==> config.mk <==
export PLATFORM = sky130hd
export DESIGN_NAME = midi_note_rx
export DESIGN_NICKNAME = d
export VERILOG_FILES = /design/src/rtl/midi_note_rx.sv
export SDC_FILE = /design/constraint.sdc
export NUM_CORES = 1
export LEC_CHECK = 0
export ABC_CLOCK_PERIOD_IN_PS = 2200
export CORE_MARGIN = 3
export CORE_UTILIZATION = 46
export DETAILED_ROUTE_END_ITERATION = 12
export PLACE_DENSITY = 0.76
export SKIP_CTS_REPAIR_TIMING = 1
export SYNTH_ARGS = -nofsm -noshare
export SYNTH_HDL_FRONTEND = slang
export SYNTH_SLANG_ARGS = --single-unit
==> constraint.sdc <==
create_clock -name a_clk -period 2.2 [get_ports a_clk]
set_input_delay 0.44 -clock a_clk [delete_from_list [all_inputs] [get_ports a_clk]]
set_output_delay 0.44 -clock a_clk [all_outputs]
set_load 0.05 [all_outputs]
==> src/rtl/midi_note_rx.sv <==
// MIDI serial receiver (8N1, LSB first) with a Note On/Off parser.
// Tracks the most recently struck note on the selected channel and honours running status.
module midi_note_rx #(
  parameter int unsigned CLKS_PER_BIT = 1600
) (
  input  logic       a_clk,
  input  logic       reset_n,
  input  logic       midi_rx,
  input  logic [3:0] midi_channel,
  input  logic       omni,
  output logic [6:0] note_number,
  output logic [6:0] velocity,
  output logic       gate,
  output logic       note_valid,
  output logic       framing_error
);

  localparam int unsigned CntW = $clog2(CLKS_PER_BIT);
  localparam logic [CntW-1:0] HalfCnt = CntW'(CLKS_PER_BIT / 2);
  localparam logic [CntW-1:0] LastCnt = CntW'(CLKS_PER_BIT - 1);

  typedef enum logic [1:0] {StIdle, StStart, StData, StStop} rx_state_e;
  typedef enum logic [0:0] {StWaitKey, StWaitVel} parse_state_e;

  rx_state_e    rx_state_q, rx_state_d;
  parse_state_e pst_q, pst_d;

  logic            rx_meta_q, rx_sync_q, rx_prev_q, rx_prev_d;
  logic [1:0]      arm_q;
  logic [CntW-1:0] cnt_q, cnt_d;
  logic [2:0]      bit_idx_q, bit_idx_d;
  logic [7:0]      shift_q, shift_d;
  logic            byte_strobe_q, byte_strobe_d;
  logic            framing_error_q, framing_error_d;

  logic [7:0] status_q, status_d;
  logic [6:0] key_q, key_d;
  logic [6:0] note_q, note_d;
  logic [6:0] vel_q, vel_d;
  logic       gate_q, gate_d;
  logic       note_valid_q, note_valid_d;

  logic note_msg, chan_ok;

  // The synchronizer resets high, so a line held low across reset must not look like a
  // falling edge; rx_prev only tracks the line once the synchronizer holds real samples.
  assign rx_prev_d = rx_sync_q & arm_q[1];

  always_comb begin
    rx_state_d      = rx_state_q;
    cnt_d           = cnt_q + CntW'(1);
    bit_idx_d       = bit_idx_q;
    shift_d         = shift_q;
    byte_strobe_d   = 1'b0;
    framing_error_d = 1'b0;
    unique case (rx_state_q)
      StIdle: begin
        cnt_d = '0;
        if (rx_prev_q && !rx_sync_q) rx_state_d = StStart;
      end
      StStart: begin
        if (cnt_q == HalfCnt) begin
          cnt_d      = '0;
          bit_idx_d  = '0;
          rx_state_d = rx_sync_q ? StIdle : StData;
        end
      end
      StData: begin
        if (cnt_q == LastCnt) begin
          cnt_d     = '0;
          shift_d   = {rx_sync_q, shift_q[7:1]};
          bit_idx_d = bit_idx_q + 3'd1;
          if (bit_idx_q == 3'd7) rx_state_d = StStop;
        end
      end
      StStop: begin
        if (cnt_q == LastCnt) begin
          rx_state_d      = StIdle;
          byte_strobe_d   = rx_sync_q;
          framing_error_d = !rx_sync_q;
        end
      end
      default: rx_state_d = StIdle;
    endcase
  end

  assign note_msg = (status_q[7:5] == 3'b100);
  assign chan_ok  = omni || (status_q[3:0] == midi_channel);

  always_comb begin
    pst_d        = pst_q;
    status_d     = status_q;
    key_d        = key_q;
    note_d       = note_q;
    vel_d        = vel_q;
    gate_d       = gate_q;
    note_valid_d = 1'b0;
    if (byte_strobe_q) begin
      if (shift_q[7:3] == 5'b11111) begin
        // realtime: transparent to the parser
      end else if (shift_q[7:4] == 4'hF) begin
        status_d = '0;
        pst_d    = StWaitKey;
      end else if (shift_q[7]) begin
        status_d = shift_q;
        pst_d    = StWaitKey;
      end else if (note_msg) begin
        if (pst_q == StWaitKey) begin
          key_d = shift_q[6:0];
          pst_d = StWaitVel;
        end else begin
          pst_d = StWaitKey;
          if (chan_ok) begin
            if (status_q[4] && (shift_q[6:0] != 7'd0)) begin
              note_d       = key_q;
              vel_d        = shift_q[6:0];
              gate_d       = 1'b1;
              note_valid_d = 1'b1;
            end else if (key_q == note_q) begin
              gate_d = 1'b0;
            end
          end
        end
      end
    end
    if (framing_error_q) status_d = '0;
  end

  always_ff @(posedge a_clk or negedge reset_n) begin
    if (!reset_n) begin
      rx_meta_q       <= 1'b1;
      rx_sync_q       <= 1'b1;
      rx_prev_q       <= 1'b0;
      arm_q           <= 2'b00;
      rx_state_q      <= StIdle;
      cnt_q           <= '0;
      bit_idx_q       <= '0;
      shift_q         <= '0;
      byte_strobe_q   <= 1'b0;
      framing_error_q <= 1'b0;
      pst_q           <= StWaitKey;
      status_q        <= '0;
      key_q           <= '0;
      note_q          <= 7'd48;
      vel_q           <= '0;
      gate_q          <= 1'b0;
      note_valid_q    <= 1'b0;
    end else begin
      rx_meta_q       <= midi_rx;
      rx_sync_q       <= rx_meta_q;
      rx_prev_q       <= rx_prev_d;
      arm_q           <= {arm_q[0], 1'b1};
      rx_state_q      <= rx_state_d;
      cnt_q           <= cnt_d;
      bit_idx_q       <= bit_idx_d;
      shift_q         <= shift_d;
      byte_strobe_q   <= byte_strobe_d;
      framing_error_q <= framing_error_d;
      pst_q           <= pst_d;
      status_q        <= status_d;
      key_q           <= key_d;
      note_q          <= note_d;
      vel_q           <= vel_d;
      gate_q          <= gate_d;
      note_valid_q    <= note_valid_d;
    end
  end

  assign note_number   = note_q;
  assign velocity      = vel_q;
  assign gate          = gate_q;
  assign note_valid    = note_valid_q;
  assign framing_error = framing_error_q;

endmodule

==> flow_summary.ini, run 1 <==
[critical_path]
dominant_delay_contributor_by_cell_family_on_the_critical_path = buffers and inverters
critPathCaptureType = primary output
critical_path.max_fanout = 3
reg2reg_depth = 5
required_ns = 1.76
worst_path_largest_cell_delay_ns = 0.80
crit_path_arrival_time_ns = 1.70
crit_slowest_cell = sky130_fd_sc_hd__clkdlybuf4s50_1
cp_buf_inv_count = 1
crit_type = reg -> out
worst-path-stages = 1
worst_setup_path_start_kind = register
critical_path.cell_chain = clkdlybuf4s50_1

[global_route]
grt_pass1_vias = 1897
largest_net_degree_at_the_start_of_global_routing = 36
global_route.usage.total_pct = 16.6
grt_antenna_before_repair = 0
grt.overflow.total = 0
first_pass_grt_wire_length_um = 9280

[die]
fp.dieW_um = 84.2
floorplan.core_area_um2 = 5710
die_area_um2 = 7090
io-pin-count = 25
rows = 27
floorplan.initialDensity_pct = 49.3
die_height_um = 84.2

[pwr]
peakVddDrop_v = 0.000569
cell_pwr_density_nw_per_um2 = 777
power_leakage_nw = 1.58

[place]
place.port_buffers = 24
hpwlAfterDp_um = 3730
routabilityCongestion = 0.763
post_dp_cell_area_um2 = 3220

[routing]
totalWireLength_um = 5320
initialDrtViolationCount = 131
viasPerCell = 5.39
vias = 1816
drt_drc_violations_left = 0
routed_wire_length_per_instance_um = 15.8
dr.pass1.iters = 4
ant_nets = 0

[logic_synthesis]
netlist.area_leader.share_pct = 52.5
ys_warnings = 0
syn_area_um2 = 2810
synth-async-reset-ratio_pct = 100
post_synth_top_flop = sky130_fd_sc_hd__dfrtp_1
syn-mean-instance-area_um2 = 13.0
syn_inst = 217
synth-edff-count = 0
synth_area_leader_cell = sky130_fd_sc_hd__dfrtp_1
syn-num-nets = 229
synth_seq_area_share_pct = 56.2
synth_cell_type_count = 46
yosys_register_bits = 63
yosys-top-cells-area = sky130_fd_sc_hd__dfrtp_1 (52%), sky130_fd_sc_hd__mux2_2 (8.0%), sky130_fd_sc_hd__xnor2_1 (4.7%), sky130_fd_sc_hd__mux2_4 (4.3%), sky130_fd_sc_hd__dfstp_2 (3.7%)

[timing]
holdWs_ns = 0.0152
worst-slew-pin-transition_ns = 0.686
totalNegativeSetupSlack_ns = 0
final.min_clock_period_ns = 2.14
max_slew_margin_pct = 54.1
clock.fmax_mhz = 467
rsz0062_at_grt = no
report.final.slew_viol_count = 0
worst_clock_skew_ns = 0.00915
setup-violations-final = 0
final_hold_viol_count = 0
period_share_pct = 97.4

[clock_tree]
htree_num_levels = 3
cts.sink_count = 63
cts-root-buf = sky130_fd_sc_hd__clkbuf_8
path_clk_slew_ns = 0.07
clk-insertion-delay-late_ns = 0.34
numCtsBuffers = 9
tritoncts_clock_tree = built
clock_tree.buffer_depth = 2

[flow_run]
max_cap_viol_count = 0

[cells_and_area]
antenna_cells = 0
finish.utilization_pct = 60.3
post_layout_nets = 272
area_growth_syn_to_layout_pct = 22.4
final_design_area_no_fill_um2 = 3440
post_route_cells_drive_above_1_share_pct = 26.4

[min_path]
worstHoldPathType = in -> async

[run_status]
outcome = finished clean
==> cells in the mapped netlist, types with 3 or more instances <==
| library cell | number |
|---|---|
| sky130_fd_sc_hd__a21oi_1 | 13 |
| sky130_fd_sc_hd__a22o_1 | 7 |
| sky130_fd_sc_hd__and3_1 | 3 |
| sky130_fd_sc_hd__dfrtp_1 | 59 |
| sky130_fd_sc_hd__dfstp_2 | 4 |
| sky130_fd_sc_hd__ha_1 | 4 |
| sky130_fd_sc_hd__inv_1 | 3 |
| sky130_fd_sc_hd__mux2_2 | 20 |
| sky130_fd_sc_hd__mux2_4 | 8 |
| sky130_fd_sc_hd__nand2_1 | 12 |
| sky130_fd_sc_hd__nand3_1 | 8 |
| sky130_fd_sc_hd__nand4_1 | 5 |
| sky130_fd_sc_hd__nor2_1 | 3 |
| sky130_fd_sc_hd__nor2b_1 | 4 |
| sky130_fd_sc_hd__nor3_1 | 4 |
| sky130_fd_sc_hd__o21ai_0 | 5 |
| sky130_fd_sc_hd__xnor2_1 | 15 |
| sky130_fd_sc_hd__xor2_1 | 5 |
==> logic make-up after synthesis <==
kind of cell               after synthesis  share of synthesized area (%)
AOI/OAI and AO/OA                       36                           8.63
xor gates and xnor gates                20                           6.23
adders and majority gates                4                           1.78
buffers and inverters                    8                           1.82
DFF                                     63                           56.2
muxes                                   28                           12.3
other                                    1                          0.133
and+or+nand+nor                         57                           12.9
==> worst paths after layout <==
check	start	slack, ns	end
worst min register to register	arm_q[0]	0.35	arm_q[1]
worst max-delay path	note_number[5]	0.06	note_number[5]
worst min-delay path	reset_n	0.02	status_q[5]
worst max register to register	shift_q[1]	0.17	note_number[2]
max in group asynchronous	reset_n	1.58	rx_sync_q
min in group a_clk	arm_q[0]	0.35	arm_q[1]
==> routing by layer <==
layer | wire [um] | GRT usage [%]
met3 | 243 | 4.81
met1 | 2520 | 22.3
met5 | 0 | 0
met2 | 2440 | 25.2
met4 | 118 | 7.31
==> layout by cell type (no fill, tap or decap), types with 2 or more instances in the layout <==
master,n
sky130_fd_sc_hd__nor3b_1,2
sky130_fd_sc_hd__a21o_1,2
sky130_fd_sc_hd__nand2_1,12
sky130_fd_sc_hd__mux2_2,20
sky130_fd_sc_hd__dfstp_2,4
sky130_fd_sc_hd__or4_1,2
sky130_fd_sc_hd__inv_1,3
sky130_fd_sc_hd__a31oi_1,2
sky130_fd_sc_hd__a22o_1,7
sky130_fd_sc_hd__clkbuf_8,10
sky130_fd_sc_hd__mux2_4,8
sky130_fd_sc_hd__nand4_1,5
sky130_fd_sc_hd__and3_1,3
sky130_fd_sc_hd__xor2_1,5
sky130_fd_sc_hd__dfrtp_1,59
sky130_fd_sc_hd__xnor2_1,15
sky130_fd_sc_hd__bufinv_16,2
sky130_fd_sc_hd__o21ai_0,5
sky130_fd_sc_hd__buf_12,2
sky130_fd_sc_hd__nand3_1,8
sky130_fd_sc_hd__a21oi_1,13
sky130_fd_sc_hd__ha_1,4
sky130_fd_sc_hd__and2_1,2
sky130_fd_sc_hd__nor2_1,3
sky130_fd_sc_hd__nor3_1,4
sky130_fd_sc_hd__clkdlybuf4s50_1,23
sky130_fd_sc_hd__nor2b_1,4
sky130_fd_sc_hd__nand2b_1,2
sky130_fd_sc_hd__buf_4,11
==> flip-flops by register name (all words and copies together), names as in the netlist, 2 cells and up, named ones only <==
register / count
arm_q: 2
bit_idx_q: 3
cnt_q: 11
key_q: 7
note_number: 7
shift_q: 8
status_q: 8
velocity: 7
==> where the power goes <==
part           switching [mW]  internal [mW]  leakage (nW)  total (mW)
sequential             0.0659           1.23         0.839        1.29
combinational           0.141          0.124         0.632       0.264
clock                   0.450          0.669         0.110        1.12
total                   0.657           2.02          1.58        2.68
==> area by class of cell <==
class | count | area (um2)
Fill cell | 446 | 2270
Clock inverter | 5 | 81.3
Multi-Input combinational cell | 146 | 1180
Timing Repair Buffer | 37 | 358
Inverter | 3 | 11.3
Clock buffer | 11 | 141
Tap cell | 72 | 90.1
Sequential cell | 63 | 1580
==> per-stage QoR <==
step           total power, mW  setup WS [ns]  cells
4_1_cts                   2.70         0.0383    337
3_3_place_gp              1.57         0.0837    321
3_5_place_dp              1.58        -0.0160    321
2_1_floorplan             1.46          0.187    217
6_report                  2.68         0.0571    337
5_1_grt                   2.80         0.0125    337
Note: power is estimated with default switching activity, not from simulation.
==> run 2: changes to the inputs <==
- ABC_CLOCK_PERIOD_IN_PS: 2200 -> 1970
- PLACE_DENSITY: 0.76 -> 0.79
- SETUP_SLACK_MARGIN: unset -> 0.15
- clock period: 2.2 -> 1.97 ns (I/O delays scaled with it)
==> run 2 against run 1 <==
The run now ends with setup timing left. Worst hold slack improved by 0.34 ns. Via count is 5.7% higher. Routed wire length increased by 17%. Global-route usage increased by 0.30 points. Worst setup slack got worse by 0.12 ns. Non-clock buffer count is 10 higher. Sequential cell count did not move. Combinational power grew 37%. Clock-buffer cell count down 1. Largest cell class unchanged. Highest routed layer unchanged.
==> flow_summary.ini, run 2 (synthesis gave the netlist of run 1 again) <==
[cells_and_area]
largestRegisters = cnt_q x11, shift_q x8, status_q x8
multi_input_comb_area_um2 = 1310
post_route_cells_drive_above_1_share_pct = 35.6
filler_cell_count = 416
layout.area.seq_um2 = 1580
final_design_area_no_fill_um2 = 3700
largest_register = cnt_q
final_cell_mix = sky130_fd_sc_hd__dfrtp_1 (58), sky130_fd_sc_hd__buf_4 (18), sky130_fd_sc_hd__xnor2_1 (15), sky130_fd_sc_hd__mux2_4 (15), sky130_fd_sc_hd__dlymetal6s2s_1 (15)
area_growth_syn_to_layout_pct = 31.5
post_layout_nets = 282
max_reg_flops = 11
mostFrequentLayoutCell = sky130_fd_sc_hd__dfrtp_1
antenna_cells = 0

[clock_tree]
htree_num_levels = 3
cts-root-buf = sky130_fd_sc_hd__clkbuf_8
cts.sink_count = 63
clock_tree.buffer_depth = 2
clk-insertion-delay-late_ns = 0.35
tritoncts_clock_tree = built
path_clk_slew_ns = 0.07
numCtsBuffers = 9

[timing]
max_slew_margin_pct = 62.8
final.min_clock_period_ns = 2.03
setup-violations-final = 13
totalNegativeSetupSlack_ns = -0.399
final_hold_viol_count = 0
worst-slew-pin-transition_ns = 0.555
worst_clock_skew_ns = 0.00899
layout_setup_ws_ns = -0.0584
clock.fmax_mhz = 493
report.final.slew_viol_count = 0
rsz0062_at_grt = yes
period_share_pct = 103

[critical_path]
crit_type = reg -> reg
crit_path_arrival_time_ns = 2.26
required_ns = 2.20
critical_path.max_fanout = 16
r2r-end = velocity[3]
reg2reg_depth = 5
critPathCaptureType = register
critical_path.reg2reg.startpoint = status_q[6]
worst_setup_path_start_kind = register
setup.reg_to_reg.worst_slack_ns = -0.06

[die]
io-pin-count = 25
fp.dieW_um = 84.2
die_height_um = 84.2
floorplan.core_area_um2 = 5710
floorplan.initialDensity_pct = 49.3
rows = 27
die_area_um2 = 7090

[place]
hpwlAfterDp_um = 3760
routabilityCongestion = 0.789
post_dp_cell_area_um2 = 3250
place.port_buffers = 24

[global_route]
grt.overflow.total = 0
grt_antenna_before_repair = 0
first_pass_grt_wire_length_um = 9450
largest_net_degree_at_the_start_of_global_routing = 48
grt_pass1_vias = 1917
global_route.usage.total_pct = 16.9

[routing]
dr_wl_met2_um = 3180
viasPerCell = 5.53
routed_wire_length_per_instance_um = 17.9
topRoutingLayerUsed = met4
ant_nets = 0
vias = 1919
m1WireLength_um = 2580
drt_drc_violations_left = 0
totalWireLength_um = 6210
initialDrtViolationCount = 125
route.met3.wl_um = 311
dr.pass1.iters = 5

[pwr]
cell_pwr_density_nw_per_um2 = 831
power_leakage_nw = 1.94
peakVddDrop_v = 0.000579

[min_path]
worstHoldPathType = reg -> reg
min_delay_endpoint = arm_q[1]
worst_hold_startpoint = arm_q[0]
hold_path_depth = 0

[run_status]
outcome = finished with violations
violations = setup timing

[flow_run]
max_cap_viol_count = 0
run 2: cell count changes in the layout (fill, tap and decap cells not counted), sizes merged:
cell           before  now
buf                14   25
clkbuf             11   10
dlygate4sd3         0    1
clkdlybuf4s50      23    6
dlymetal6s2s        0   15
clkinv              2    4
clkinvlp            1    0
run 2: worst max-delay path by stage:
stage | startpoint | endpoint | slack (ns) | cells past startpoint
after floorplan | status_q[6] | note_number[0] | -0.04 | 5
after global placement | midi_channel[0] | note_number[6] | -0.11 | 6
after detailed placement | midi_channel[2] | velocity[0] | -0.20 | 6
after CTS | status_q[6] | key_q[4] | -0.11 | 6
after global routing | status_q[6] | velocity[6] | -0.1 | 5
final | status_q[6] | velocity[3] | -0.06 | 5
run 2: area by class of cell:
| type | count | area share, % |
|---|---|---|
| clock buffers | 10 | 3.72 |
| clock inverters | 6 | 2.27 |
| inverters | 3 | 0.304 |
| multi-input cells | 146 | 35.3 |
| flip-flops and latches | 63 | 42.8 |
| well taps | 72 | 2.44 |
| repair buffers | 47 | 13.2 |
run 2: metal layers:
layer / vias to the layer above / GRT usage [%]
met5: - / 0
met1: 973 / 21.8
met4: 0 / 6.73
met2: 47 / 26.3
li1: 883 / -
met3: 16 / 5.79
run 2: worst max-delay path, stage by stage, from the launching register on:
cell                      delay, ns
sky130_fd_sc_hd__dfrtp_1       0.40
sky130_fd_sc_hd__or3b_4        0.40
sky130_fd_sc_hd__or3_4         0.39
sky130_fd_sc_hd__nor3_4        0.17
sky130_fd_sc_hd__buf_12        0.19
sky130_fd_sc_hd__mux2_2        0.35
run 2: stage by stage:
stage,total power [mW],instances,worst slack (ns),hold WS [ns],util (%)
global route,3.21,347,-0.0994,0.363,64.8
global placement,1.75,324,-0.105,0.334,56.9
detailed placement,1.77,324,-0.202,0.342,56.9
floorplan,1.64,217,-0.0415,0.0984,-
finish,3.07,347,-0.0584,0.355,64.8
CTS,3.02,340,-0.111,-0.0252,60.8
run 2: report_power, final:
group | switching [mW] | leakage, nW | internal (mW)
registers | 0.0887 | 0.838 | 1.37
clock network | 0.511 | 0.116 | 0.742
logic | 0.183 | 0.987 | 0.178
total | 0.783 | 1.94 | 2.29
==> run 3: changes to the inputs <==
- GPL_TIMING_DRIVEN: unset -> 0
- SLEW_MARGIN: unset -> 15
==> run 3 against run 2 <==
The flow still finishes with violations (setup timing). Critical path depth grew 1. Combinational power shrank 8.3%. First-iteration DRC count shrank 30%. Sequential power is essentially flat. Via count shrank 2.3%. Routed wire length shrank 6.1%. Largest power group unchanged. Clock-buffer cell count grew 1. Register-to-register slack lost 0.08 ns. Final cell count is the same. Worst setup slack lost 0.082 ns. Critical endpoint is now velocity[5]. Highest routed layer unchanged. Clock power is essentially flat.
==> flow_summary.ini, run 3 (synthesis gave the netlist of run 1 again) <==
[critical_path]
required_ns = 2.20
critical_path.max_fanout = 6
critPathCaptureType = register
crit_type = reg -> reg
crit_path_arrival_time_ns = 2.34
worst_setup_path_start_kind = register

[routing]
viasPerCell = 5.40
drt_drc_violations_left = 0
totalWireLength_um = 5830
ant_nets = 0
routed_wire_length_per_instance_um = 16.8
dr.pass1.iters = 4
vias = 1875
initialDrtViolationCount = 87

[pwr]
power_frac_seq_pct = 48.0
power_leakage_nw = 1.96
comb_power_share_pct = 10.8
finalPower_mw = 3.05
peakVddDrop_v = 0.000644
power_spent_charging_and_discharging_nets_mw = 0.775
cell_pwr_density_nw_per_um2 = 817
internal_power_mw = 2.27
power_switching_share_pct = 25.4
p_clk_share_pct = 41.1

[timing]
final_hold_viol_count = 0
worst-slew-pin-transition_ns = 0.774
totalNegativeSetupSlack_ns = -1.38
clock.fmax_mhz = 474
final.min_clock_period_ns = 2.11
period_share_pct = 107
report.final.slew_viol_count = 0
holdWs_ns = 0.114
setup-violations-final = 15
layout_setup_ws_ns = -0.141
max_slew_margin_pct = 48.4
rsz0062_at_grt = yes
worst_clock_skew_ns = 0.00945

[die]
fp.dieW_um = 84.2
io-pin-count = 25
floorplan.initialDensity_pct = 49.3
die_height_um = 84.2
floorplan.core_area_um2 = 5710
rows = 27
die_area_um2 = 7090

[cells_and_area]
mostFrequentLayoutCell = sky130_fd_sc_hd__dfrtp_1
final_cell_mix = sky130_fd_sc_hd__dfrtp_1 (55), sky130_fd_sc_hd__dlymetal6s2s_1 (17), sky130_fd_sc_hd__buf_4 (16), sky130_fd_sc_hd__xnor2_1 (15), sky130_fd_sc_hd__mux2_4 (15)
antenna_cells = 0
max_reg_flops = 11
post_layout_nets = 282
area_growth_syn_to_layout_pct = 32.7
finalNonFillerCells = 347
filler_cell_count = 390
largestRegisters = cnt_q x11, shift_q x8, status_q x8
largest_register = cnt_q
post_route_cells_drive_above_1_share_pct = 37.5

[global_route]
first_pass_grt_wire_length_um = 8660
grt_pass1_vias = 1812
grt.overflow.total = 0
grt_antenna_before_repair = 0
global_route.usage.total_pct = 15.6
largest_net_degree_at_the_start_of_global_routing = 64

[clock_tree]
htree_num_levels = 3
tritoncts_clock_tree = built
numCtsBuffers = 9
clock_tree.buffer_depth = 2
path_clk_slew_ns = 0.07
cts-root-buf = sky130_fd_sc_hd__clkbuf_8
cts.sink_count = 63
clk-insertion-delay-late_ns = 0.34

[place]
routabilityCongestion = 0.776
place.port_buffers = 24
numPlacedInstances = 313
hpwlAfterDp_um = 3400
placement.setup.worst_slack_ns = -0.360

[run_status]
violations = setup timing
outcome = finished with violations

[flow_run]
max_cap_viol_count = 0

[min_path]
worstHoldPathType = in -> async
==> run 3: cell types whose count changed in the layout (fill, tap and decap cells not counted), moves of 3 or more <==
cell                      previous run  this run
sky130_fd_sc_hd__a21oi_1             8         3
sky130_fd_sc_hd__a21oi_2             4        10
sky130_fd_sc_hd__dfrtp_1            58        55
sky130_fd_sc_hd__dfrtp_2             1         4
==> run 3: layer usage <==
layer / routed length, um / up-vias / track usage [%]
li1: - / 887 / -
met1: 2670 / 948 / 21.2
met2: 2900 / 31 / 23.0
met3: 182 / 9 / 4.91
met4: 85 / 0 / 7.02
met5: 0 / - / 0
==> run 3: final cells by class <==
type,count,area (um2),share of cell area (%)
sequential,63,1590,42.5
multi-input combinational,146,1310,35.1
timing repair buffer,42,462,12.4
clock buffer,11,141,3.79
tap,72,90.1,2.41
clock inverter,5,81.3,2.18
buffer,5,47.5,1.27
inverter,3,11.3,0.302
==> run 3: critical path: stages, from the launching register on <==
cell and delay (ns):
sky130_fd_sc_hd__dfrtp_2 0.42, sky130_fd_sc_hd__or4_4 0.55, sky130_fd_sc_hd__o41ai_4 0.36, sky130_fd_sc_hd__nor3_4 0.07
sky130_fd_sc_hd__buf_12 0.16, sky130_fd_sc_hd__clkbuf_16 0.15, sky130_fd_sc_hd__mux2_4 0.29
==> run 3: final timing paths <==
check	start	end	slack, ns	cells after the start
worst min-delay path	reset_n	cnt_q[9]	0.11	1
min in group a_clk	arm_q[0]	arm_q[1]	0.36	0
worst max-delay path	shift_q[2]	velocity[5]	-0.14	6
worst max register to register	shift_q[2]	velocity[5]	-0.14	6
worst min register to register	arm_q[0]	arm_q[1]	0.36	0
max in group asynchronous	reset_n	shift_q[3]	1.29	1
==> run 3: per-stage QoR <==
| step | utilization (%) | cell area (um2) |
|---|---|---|
| after floorplan | - | 2820 |
| after global placement | 55.2 | 3150 |
| after detailed placement | 55.2 | 3150 |
| after CTS | 59.1 | 3370 |
| after global routing | 65.4 | 3730 |
| final | 65.4 | 3730 |
==> run 3: power groups by stage <==
stage	Clock (mW)	Combinational (mW)	Sequential, mW
finish	1.25	0.331	1.46
global route	1.35	0.373	1.47
CTS	1.27	0.251	1.46
floorplan	0	0.170	1.47
detailed placement	0	0.248	1.48
global placement	0	0.242	1.48
